==> src/rtl/issue_ibuffer_if.sv <==
// Decode-to-dispatch handshake bundle for the per-warp instruction buffer.
// The master drives the offer side and out_ready; the slave is the buffer itself.
interface issue_ibuffer_if #(
    parameter int NUM_WARPS = 4,
    parameter int DATAW     = 128,
    parameter int NW_BITS   = 2
);
    logic                 in_valid;
    logic [NW_BITS-1:0]   in_wid;
    logic [DATAW-1:0]     in_data;
    logic                 in_ready;
    logic [NUM_WARPS-1:0] issue_allow;
    logic                 out_valid;
    logic [NW_BITS-1:0]   out_wid;
    logic [DATAW-1:0]     out_data;
    logic                 out_ready;
    logic [NUM_WARPS-1:0] warp_empty;

    modport master (
        output in_valid, in_wid, in_data, issue_allow, out_ready,
        input  in_ready, out_valid, out_wid, out_data, warp_empty
    );

    modport slave (
        input  in_valid, in_wid, in_data, issue_allow, out_ready,
        output in_ready, out_valid, out_wid, out_data, warp_empty
    );
endinterface

==> src/rtl/issue_ibuffer.sv <==
// Per-warp instruction FIFOs with round-robin selection among eligible warps
// into a single registered valid/ready output toward dispatch.
module issue_ibuffer #(
    parameter int NUM_WARPS = 4,
    parameter int DEPTH     = 2,
    parameter int DATAW     = 128,
    parameter int NW_BITS   = (NUM_WARPS > 1) ? $clog2(NUM_WARPS) : 1
) (
    input  logic            clk,
    input  logic            reset,
    issue_ibuffer_if.slave  bus
);
    localparam int PTR_W = $clog2(DEPTH);
    localparam int CNT_W = $clog2(DEPTH + 1);

    logic [DATAW-1:0]   r_mem  [NUM_WARPS][DEPTH];
    logic [PTR_W-1:0]   r_wptr [NUM_WARPS];
    logic [PTR_W-1:0]   r_rptr [NUM_WARPS];
    logic [CNT_W-1:0]   r_cnt  [NUM_WARPS];
    logic               r_out_valid;
    logic [NW_BITS-1:0] r_out_wid;
    logic [DATAW-1:0]   r_out_data;
    logic [NW_BITS-1:0] r_rr_last;

    logic                 w_wid_ok;
    logic                 w_in_ready;
    logic                 w_enq;
    logic                 w_load;
    logic                 w_any;
    logic                 w_deq;
    logic [NW_BITS-1:0]   w_sel;
    logic [NUM_WARPS-1:0] w_elig;
    logic [NUM_WARPS-1:0] w_empty;
    logic [NUM_WARPS-1:0] w_inc;
    logic [NUM_WARPS-1:0] w_dec;

    // Acceptance of the offered instruction; a full FIFO never bypasses.
    always_comb begin
        w_wid_ok = (int'(bus.in_wid) < NUM_WARPS);
        if (w_wid_ok) begin
            w_in_ready = (r_cnt[bus.in_wid] < CNT_W'(DEPTH));
        end else begin
            w_in_ready = 1'b0;
        end
        w_enq = bus.in_valid && w_in_ready;
    end

    // Round-robin pick; scanning from the far end lets the nearest hit win.
    always_comb begin
        w_any = 1'b0;
        w_sel = {NW_BITS{1'b0}};
        for (int w = 0; w < NUM_WARPS; w++) begin
            w_elig[w]  = (r_cnt[w] != {CNT_W{1'b0}}) && bus.issue_allow[w];
            w_empty[w] = (r_cnt[w] == {CNT_W{1'b0}});
        end
        for (int k = NUM_WARPS; k >= 1; k--) begin
            w_any = w_any | w_elig[(int'(r_rr_last) + k) % NUM_WARPS];
            w_sel = w_elig[(int'(r_rr_last) + k) % NUM_WARPS]
                  ? NW_BITS'((int'(r_rr_last) + k) % NUM_WARPS) : w_sel;
        end
        w_load = !r_out_valid || bus.out_ready;
        w_deq  = w_load && w_any;
        for (int w = 0; w < NUM_WARPS; w++) begin
            w_inc[w] = w_enq && (bus.in_wid == NW_BITS'(w));
            w_dec[w] = w_deq && (w_sel == NW_BITS'(w));
        end
    end

    // Payload storage; contents are meaningless until counted, so no reset.
    always_ff @(posedge clk) begin
        if (w_enq && reset) begin
            r_mem[bus.in_wid][r_wptr[bus.in_wid]] <= bus.in_data;
        end
    end

    // Per-warp pointers and occupancy counts.
    always_ff @(posedge clk) begin
        for (int w = 0; w < NUM_WARPS; w++) begin
            if (!reset) begin
                r_wptr[w] <= {PTR_W{1'b0}};
                r_rptr[w] <= {PTR_W{1'b0}};
                r_cnt[w]  <= {CNT_W{1'b0}};
            end else begin
                if (w_inc[w]) begin
                    r_wptr[w] <= r_wptr[w] + PTR_W'(1);
                end
                if (w_dec[w]) begin
                    r_rptr[w] <= r_rptr[w] + PTR_W'(1);
                end
                case ({w_inc[w], w_dec[w]})
                    2'b10:   r_cnt[w] <= r_cnt[w] + CNT_W'(1);
                    2'b01:   r_cnt[w] <= r_cnt[w] - CNT_W'(1);
                    default: r_cnt[w] <= r_cnt[w];
                endcase
            end
        end
    end

    // Output register; holds while dispatch stalls regardless of issue_allow.
    always_ff @(posedge clk) begin
        if (!reset) begin
            r_out_valid <= 1'b0;
            r_out_wid   <= {NW_BITS{1'b0}};
            r_out_data  <= {DATAW{1'b0}};
            r_rr_last   <= NW_BITS'(NUM_WARPS - 1);
        end else if (w_load) begin
            if (w_any) begin
                r_out_valid <= 1'b1;
                r_out_wid   <= w_sel;
                r_out_data  <= r_mem[w_sel][r_rptr[w_sel]];
                r_rr_last   <= w_sel;
            end else begin
                r_out_valid <= 1'b0;
            end
        end
    end

    assign bus.in_ready   = w_in_ready;
    assign bus.out_valid  = r_out_valid;
    assign bus.out_wid    = r_out_wid;
    assign bus.out_data   = r_out_data;
    assign bus.warp_empty = w_empty;
endmodule
==> src/flat_wrapper.sv <==
// flat-port wrapper written by rule: the top's interface ports become plain ports
module issue_ibuffer_flat 
#(
    parameter int NUM_WARPS = 4,
    parameter int DEPTH     = 2,
    parameter int DATAW     = 128,
    parameter int NW_BITS   = (NUM_WARPS > 1) ? $clog2(NUM_WARPS) : 1
)
  (clk, reset, bus_in_valid, bus_in_wid, bus_in_data, bus_issue_allow, bus_out_ready, bus_in_ready, bus_out_valid, bus_out_wid, bus_out_data, bus_warp_empty);
  issue_ibuffer_if #(.NUM_WARPS(NUM_WARPS), .DATAW(DATAW), .NW_BITS(NW_BITS)) bus_i ();
  input  logic clk;
  input  logic reset;
  input wire logic [$bits(bus_i.in_valid)-1:0] bus_in_valid;
  input wire logic [$bits(bus_i.in_wid)-1:0] bus_in_wid;
  input wire logic [$bits(bus_i.in_data)-1:0] bus_in_data;
  input wire logic [$bits(bus_i.issue_allow)-1:0] bus_issue_allow;
  input wire logic [$bits(bus_i.out_ready)-1:0] bus_out_ready;
  output wire logic [$bits(bus_i.in_ready)-1:0] bus_in_ready;
  output wire logic [$bits(bus_i.out_valid)-1:0] bus_out_valid;
  output wire logic [$bits(bus_i.out_wid)-1:0] bus_out_wid;
  output wire logic [$bits(bus_i.out_data)-1:0] bus_out_data;
  output wire logic [$bits(bus_i.warp_empty)-1:0] bus_warp_empty;
  assign bus_i.in_valid = bus_in_valid;
  assign bus_i.in_wid = bus_in_wid;
  assign bus_i.in_data = bus_in_data;
  assign bus_i.issue_allow = bus_issue_allow;
  assign bus_i.out_ready = bus_out_ready;
  assign bus_in_ready = bus_i.in_ready;
  assign bus_out_valid = bus_i.out_valid;
  assign bus_out_wid = bus_i.out_wid;
  assign bus_out_data = bus_i.out_data;
  assign bus_warp_empty = bus_i.warp_empty;
  issue_ibuffer #(.NUM_WARPS(NUM_WARPS), .DEPTH(DEPTH), .DATAW(DATAW), .NW_BITS(NW_BITS)) u_core (.clk(clk), .reset(reset), .bus(bus_i));
endmodule
==> config.mk <==
export PLATFORM = sky130hd
export DESIGN_NAME = issue_ibuffer_flat
export DESIGN_NICKNAME = d
export VERILOG_FILES = /design/src/rtl/issue_ibuffer_if.sv /design/src/rtl/issue_ibuffer.sv /design/src/flat_wrapper.sv
export SDC_FILE = /design/constraint.sdc
export NUM_CORES = 2
export LEC_CHECK = 0
export CAP_MARGIN = 20
export CORE_UTILIZATION = 66
export CTS_BUF_LIST = sky130_fd_sc_hd__clkbuf_4
export DETAILED_ROUTE_END_ITERATION = 16
export PLACE_DENSITY = 0.85
export SETUP_SLACK_MARGIN = 0.5
export SYNTH_ARGS = -nofsm -noshare
export SYNTH_HDL_FRONTEND = slang
export SYNTH_SLANG_ARGS = --single-unit
==> constraint.sdc <==
create_clock -name clk -period 32.4 [get_ports clk]
set_clock_uncertainty 0.2 [all_clocks]
set_input_delay 4.86 -clock clk [delete_from_list [all_inputs] [get_ports clk]]
set_output_delay 4.86 -clock clk [all_outputs]
set_load 0.03 [all_outputs]
Word level (Yosys, flattened, before mapping) --
Memory sizes are Yosys's and may differ from the RTL's. Cells that the tools add are included.
Storage, ports and cells: bits in registers 133, latch bits 0, bits in writable memories 1040, bits in read-only memories 0, bits of input ports 138, output and inout bits 136, memories 4
Operators by class: add/sub/neg operators 20, multipliers 0, divide/modulo/power cells 0, magnitude comparators 8, equality and inequality tests 14, shifts and indexed selects 0, multiplexer cells 105, bitwise operators 29, reductions and logical operators 37
Memories:
- u_core.r_mem | depth 4, bits a word 256, rd ports 1, clocked after memory_dff 0, wr ports 1, RTL line issue_ibuffer.sv:16 | logic [DATAW-1:0] r_mem [NUM_WARPS][DEPTH];
- u_core.r_cnt | depth 4, bits a word 2, rd ports 5, clocked after memory_dff 0, wr ports 4, RTL line issue_ibuffer.sv:19 | logic [CNT_W-1:0] r_cnt [NUM_WARPS];
- u_core.r_rptr | depth 4, bits a word 1, rd ports 5, clocked after memory_dff 0, wr ports 4, RTL line issue_ibuffer.sv:18 | logic [PTR_W-1:0] r_rptr [NUM_WARPS];
- u_core.r_wptr | depth 4, bits a word 1, rd ports 5, clocked after memory_dff 0, wr ports 4, RTL line issue_ibuffer.sv:17 | logic [PTR_W-1:0] r_wptr [NUM_WARPS];
Operators with widths (count):
- 128-bit two-way mux | 4
- 256-bit two-way mux | 1
- 128-bit demux with 1-bit select | 1
- 1-bit two-way mux | 79
- 2-bit two-way mux | 16
- 1-bit bitwise OR | 23
- 2-bit == test, second input constant | 8
- 1-bit logical AND | 16
- 3-bit by 4-bit < comparator with 1-bit output, second input constant | 4
- 2-bit OR reduction | 8
- 2-bit by 1-bit adder with 2-bit output, second input constant | 6
- 2-bit by 1-bit == test with 1-bit output, second input constant | 6
- 2-bit logical NOT | 6
- 1-bit adder, second input constant | 8
- 1-bit binary-select mux with 2-bit select | 4
- 2-bit nonzero test | 4
- 2-bit by 1-bit subtractor with 2-bit output, second input constant | 4
- 2-bit adder, second input constant | 2
- 1-bit AND, first input constant | 4
- 2-bit >= comparator, second input constant | 2
- 1-bit inverter with 2-bit output | 2
- 2-bit by 1-bit < comparator with 1-bit output, second input constant | 1
- 2-bit < comparator, second input constant | 1
- 2-bit AND reduction | 1
- other kinds (2) | 2

Depth between registers and ports, before layout --
depth after elaboration 19, gate-level depth with buffers 15, gate-level depth less buffers 12

Worst setup path after synthesis --
No wires, ideal clock.
path kind input port to flip-flop, start input port bus_in_wid[0], end memory u_core.r_mem[0][128] (netlist name) (enable), library setup time 0.771 ns, arrival time 14.629 ns, path slack 16.800 ns, cell stages on the path 4, buffers on the path 1, cells stage by stage clkbuf_1 -> mux4_2 -> nand3b_1 -> nor3_1
On the way: word-level cells in the longest chain between the ends 7, elaborated cells between the ends (all ways) 13, classes of those cells order compare (3); mux (4); bitwise (1); reduce/logical (3); memory (2)
RTL lines:
- from (decl) | RTL line flat_wrapper.sv:14 | input wire logic [$bits(bus_i.in_wid)-1:0] bus_in_wid;
- memory read 4 x 1 bit
- 1-bit inverter with 2-bit output (not written as such) | RTL line issue_ibuffer.sv:72 | r_mem[bus.in_wid][r_wptr[bus.in_wid]] <= bus.in_data;
- 2-bit >= comparator (not written as such) / 2-bit by 1-bit < comparator with 1-bit output (equally long branches) | RTL line issue_ibuffer.sv:72
- 1-bit logical AND (not written as such) | RTL line issue_ibuffer.sv:72
- 128-bit two-way mux (not written as such) | RTL line issue_ibuffer.sv:72
- 128-bit demux with 1-bit select | RTL line issue_ibuffer.sv:72
- 256-bit two-way mux (not written as such) | RTL line issue_ibuffer.sv:72
- to (decl) | RTL line issue_ibuffer.sv:16
Parallel ways exist; a longest one is shown, timed or not.

Final worst setup path --
start input port bus_in_wid[0], end output port bus_in_ready
On the way: word-level cells in the longest chain between the ends 2
RTL lines:
- memory read 4 x 2 bit
- 2-bit < comparator | RTL line issue_ibuffer.sv:41 | w_in_ready = (r_cnt[bus.in_wid] < CNT_W'(DEPTH));
- to (decl) | RTL line flat_wrapper.sv:18 | output wire logic [$bits(bus_i.in_ready)-1:0] bus_in_ready;
Every way passes these cells.

==> impl_metrics.json <==
{
  "status": "completed",
  "max_slew_margin": 0.2047,
  "ys_warn_count": 0,
  "port-buffer-count": 273,
  "drv_slew": 0,
  "drive_above_1_share": 0.1453,
  "setup.worst_path.end_class": "output port",
  "cp.arrival_ns": 6.94,
  "timing.final.crit_share": 0.3703,
  "hold_class": "register to register",
  "clk_latency_ns": 1.13,
  "ioPinCount": 274,
  "grt_setup_unrepaired": "no",
  "dpl.hpwl_um": 53690,
  "fin_ws_ns": 20.40,
  "critPathKind": "input pin to output port",
  "syn_area_sq_um": 45070,
  "die_width_um": 263.3,
  "vdd_drop_max_v": 0.00004739,
  "fin_nets": 3482,
  "min_from": "u_core.bus.out_wid[1]",
  "wl_per_cell_um": 26.42,
  "drc": 0,
  "cts-buffers-inserted": 298,
  "finalSetupViolations": 0,
  "r2r-end": "u_core.bus.out_data[76]",
  "netlist_instances": 2966,
  "yosysSeqAreaShare": 0.7516,
  "tightestPinTransition_ns": 1.193,
  "drt_iter0_markers": 3946,
  "viasPerCell": 6.776,
  "grtUsageTotal": 0.3362,
  "syn_avg_cell_area_sq_um": 15.20,
  "dr.pass1.iters": 8,
  "cts_buffer_depth": 4,
  "vias": 30070,
  "grt_pass1_wl_um": 175200,
  "synth-seq-cells": 1173,
  "htree_levels": 5,
  "synthDominantCellAreaShare": 0.6916,
  "critPathMaxFanout": 11,
  "fillCellCount": 3572,
  "synthTopCellsByArea": "edfxtp_1 69%, dfxtp_1 6.0%, nand2_1 3.3%",
  "clock.fmax_mhz": 83.34,
  "fin_crit_ns": 12.00,
  "mappedNetlistNets": 3115,
  "cap_violations": 0,
  "clk_pin_slew_ns": 0.06,
  "setup_tns_ns": 0,
  "final-seq-area_sq_um": 33870,
  "fin_area_sq_um": 51980,
  "powerDensity_nw_per_um2": 71.38,
  "hold_violations": 0,
  "multi_input_area_sq_um": 10080,
  "power_w": 0.003711,
  "overflow": 0,
  "place_congestion": 0.7996,
  "ant_nets": 0,
  "antenna_found_initial": 25,
  "dp_slack_ns": 20.41,
  "whs_endpoint": "u_core.bus.out_wid[1]",
  "ctsResizeCount": 0,
  "area_growth_pct": 15.34,
  "regToRegSetupSlack_ns": 25.86,
  "synth_area_leader_cell": "edfxtp_1",
  "start_util": 0.6687,
  "whs_path_depth": 2,
  "r2r-start": "u_core.r_cnt[3][1]",
  "place_area_sq_um": 48220,
  "post_cts_buffers": 0,
  "grt_pass1_vias": 30900,
  "rr_worst_depth": 12,
  "synthDistinctLibCells": 44,
  "cts_hold_buffers": 0,
  "drt-total-wl_um": 117300,
  "cts.sinks": 1173,
  "fp.coreArea_sq_um": 67400,
  "grt_max_degree": 186,
  "required_ns": 27.34,
  "die_y_um": 263.3,
  "p_leak_nw": 17.61,
  "die_area_sq_um": 69330,
  "tritoncts": "yes",
  "clock-root-buffer": "clkbuf_4",
  "startpoint_type": "input pin",
  "rows": 95
}
==> worst max-delay path: stages <==
cell and delay [ns]:
clkdlybuf4s50_1 0.75, mux4_2 0.60, inv_1 0.07, clkdlybuf4s50_1 0.66
==> worst max path at each step <==
stage	to	slack, ns	start
2_1_floorplan	u_core.r_mem[0][128]	16.80	bus_in_wid[0]
3_3_place_gp	bus_in_ready	20.45	bus_in_wid[0]
3_5_place_dp	bus_in_ready	20.41	bus_in_wid[0]
4_1_cts	bus_in_ready	20.41	bus_in_wid[0]
5_1_grt	bus_in_ready	20.34	bus_in_wid[0]
6_report	bus_in_ready	20.40	bus_in_wid[0]
==> cell usage in the layout (no fill, tap or decap), drive strengths merged, types with 11 or more instances in the layout <==
cell type	Yosys	routed
edfxtp	1038	1038
a31o	128	128
a211oi	130	130
nor2	18	18
nand2	397	397
inv	17	22
mux2i	129	129
dfxtp	135	135
diode	0	20
clkdlybuf4s50	0	273
clkbuf	165	431
nand4	129	129
and3	131	131
o21ai	136	136
o221ai	131	131
clkinv	0	72
a22oi	129	129
buf	82	41
ha	11	11
==> metrics by stage <==
step                utilization  hold WS [ns]  cells
global placement         0.7155        0.2811   3903
CTS                      0.7695        0.2870   4415
finish                   0.7713        0.2849   4438
detailed placement       0.7155        0.2770   3903
global route             0.7712        0.3303   4434
floorplan                     -        0.3265   2966
==> routing by layer <==
| metal | track usage | share of wire | vias up |
|---|---|---|---|
| met5 | 0 | 0.00087 | - |
| met4 | 0.1813 | 0.032 | 16 |
| met3 | 0.09541 | 0.12 | 310 |
| met2 | 0.5358 | 0.49 | 2321 |
| met1 | 0.4206 | 0.36 | 14760 |
| li1 | - | - | 12660 |
==> synth_stat cells (all sizes together) <==
cell,n
xnor2,1
nor3,8
xor2,2
a41oi,1
o221ai,131
nand2,397
nand3,6
o211ai,2
inv,17
dfxtp,135
a21o,1
buf,82
and2,4
a31o,128
nand4,129
o21a,2
a211oi,130
clkbuf,165
and2b,2
nor2b,4
a22oi,129
nor3b,6
mux4,2
nor2,18
o21ai,136
mux2i,129
nand2b,8
and3,131
nand3b,4
edfxtp,1038
a21oi,3
a21boi,4
ha,11
==> cell families after synthesis <==
| group | Yosys count | synth area share |
|---|---|---|
| compound gates | 667 | 0.1113 |
| xor+xnor | 3 | 0.0005831 |
| simple gates | 717 | 0.07659 |
| buf+inv | 264 | 0.02726 |
| flops | 1173 | 0.7516 |
| fa+ha+maj | 11 | 0.003054 |
| mux | 131 | 0.02965 |
==> cell type report <==
class,instances,area share
Tap cell,873,0.02101
Multi-Input combinational cell,1529,0.1939
Inverter,17,0.001228
Sequential cell,1173,0.6516
Timing Repair Buffer,314,0.06142
Clock inverter,81,0.007678
Antenna cell,20,0.0009628
Clock buffer,431,0.06224
==> power breakdown <==
group          internal [W]  total, W  switching [W]
Sequential          0.00172   0.00176      0.0000448
Combinational      0.000256  0.000744       0.000487
Clock              0.000634   0.00121       0.000572
Total               0.00261   0.00371        0.00110
==> registers in the layout, summed over array words and instances, names as in the netlist <==
register              cells
u_core.r_rr_last          2
u_core.r_wptr             4
u_core.r_mem           1024
u_core.r_cnt              8
u_core.bus.out_wid        2
u_core.bus.out_valid      1
u_core.bus.out_data     128
u_core.r_rptr             4
Note: power is estimated with default switching activity, not from simulation.
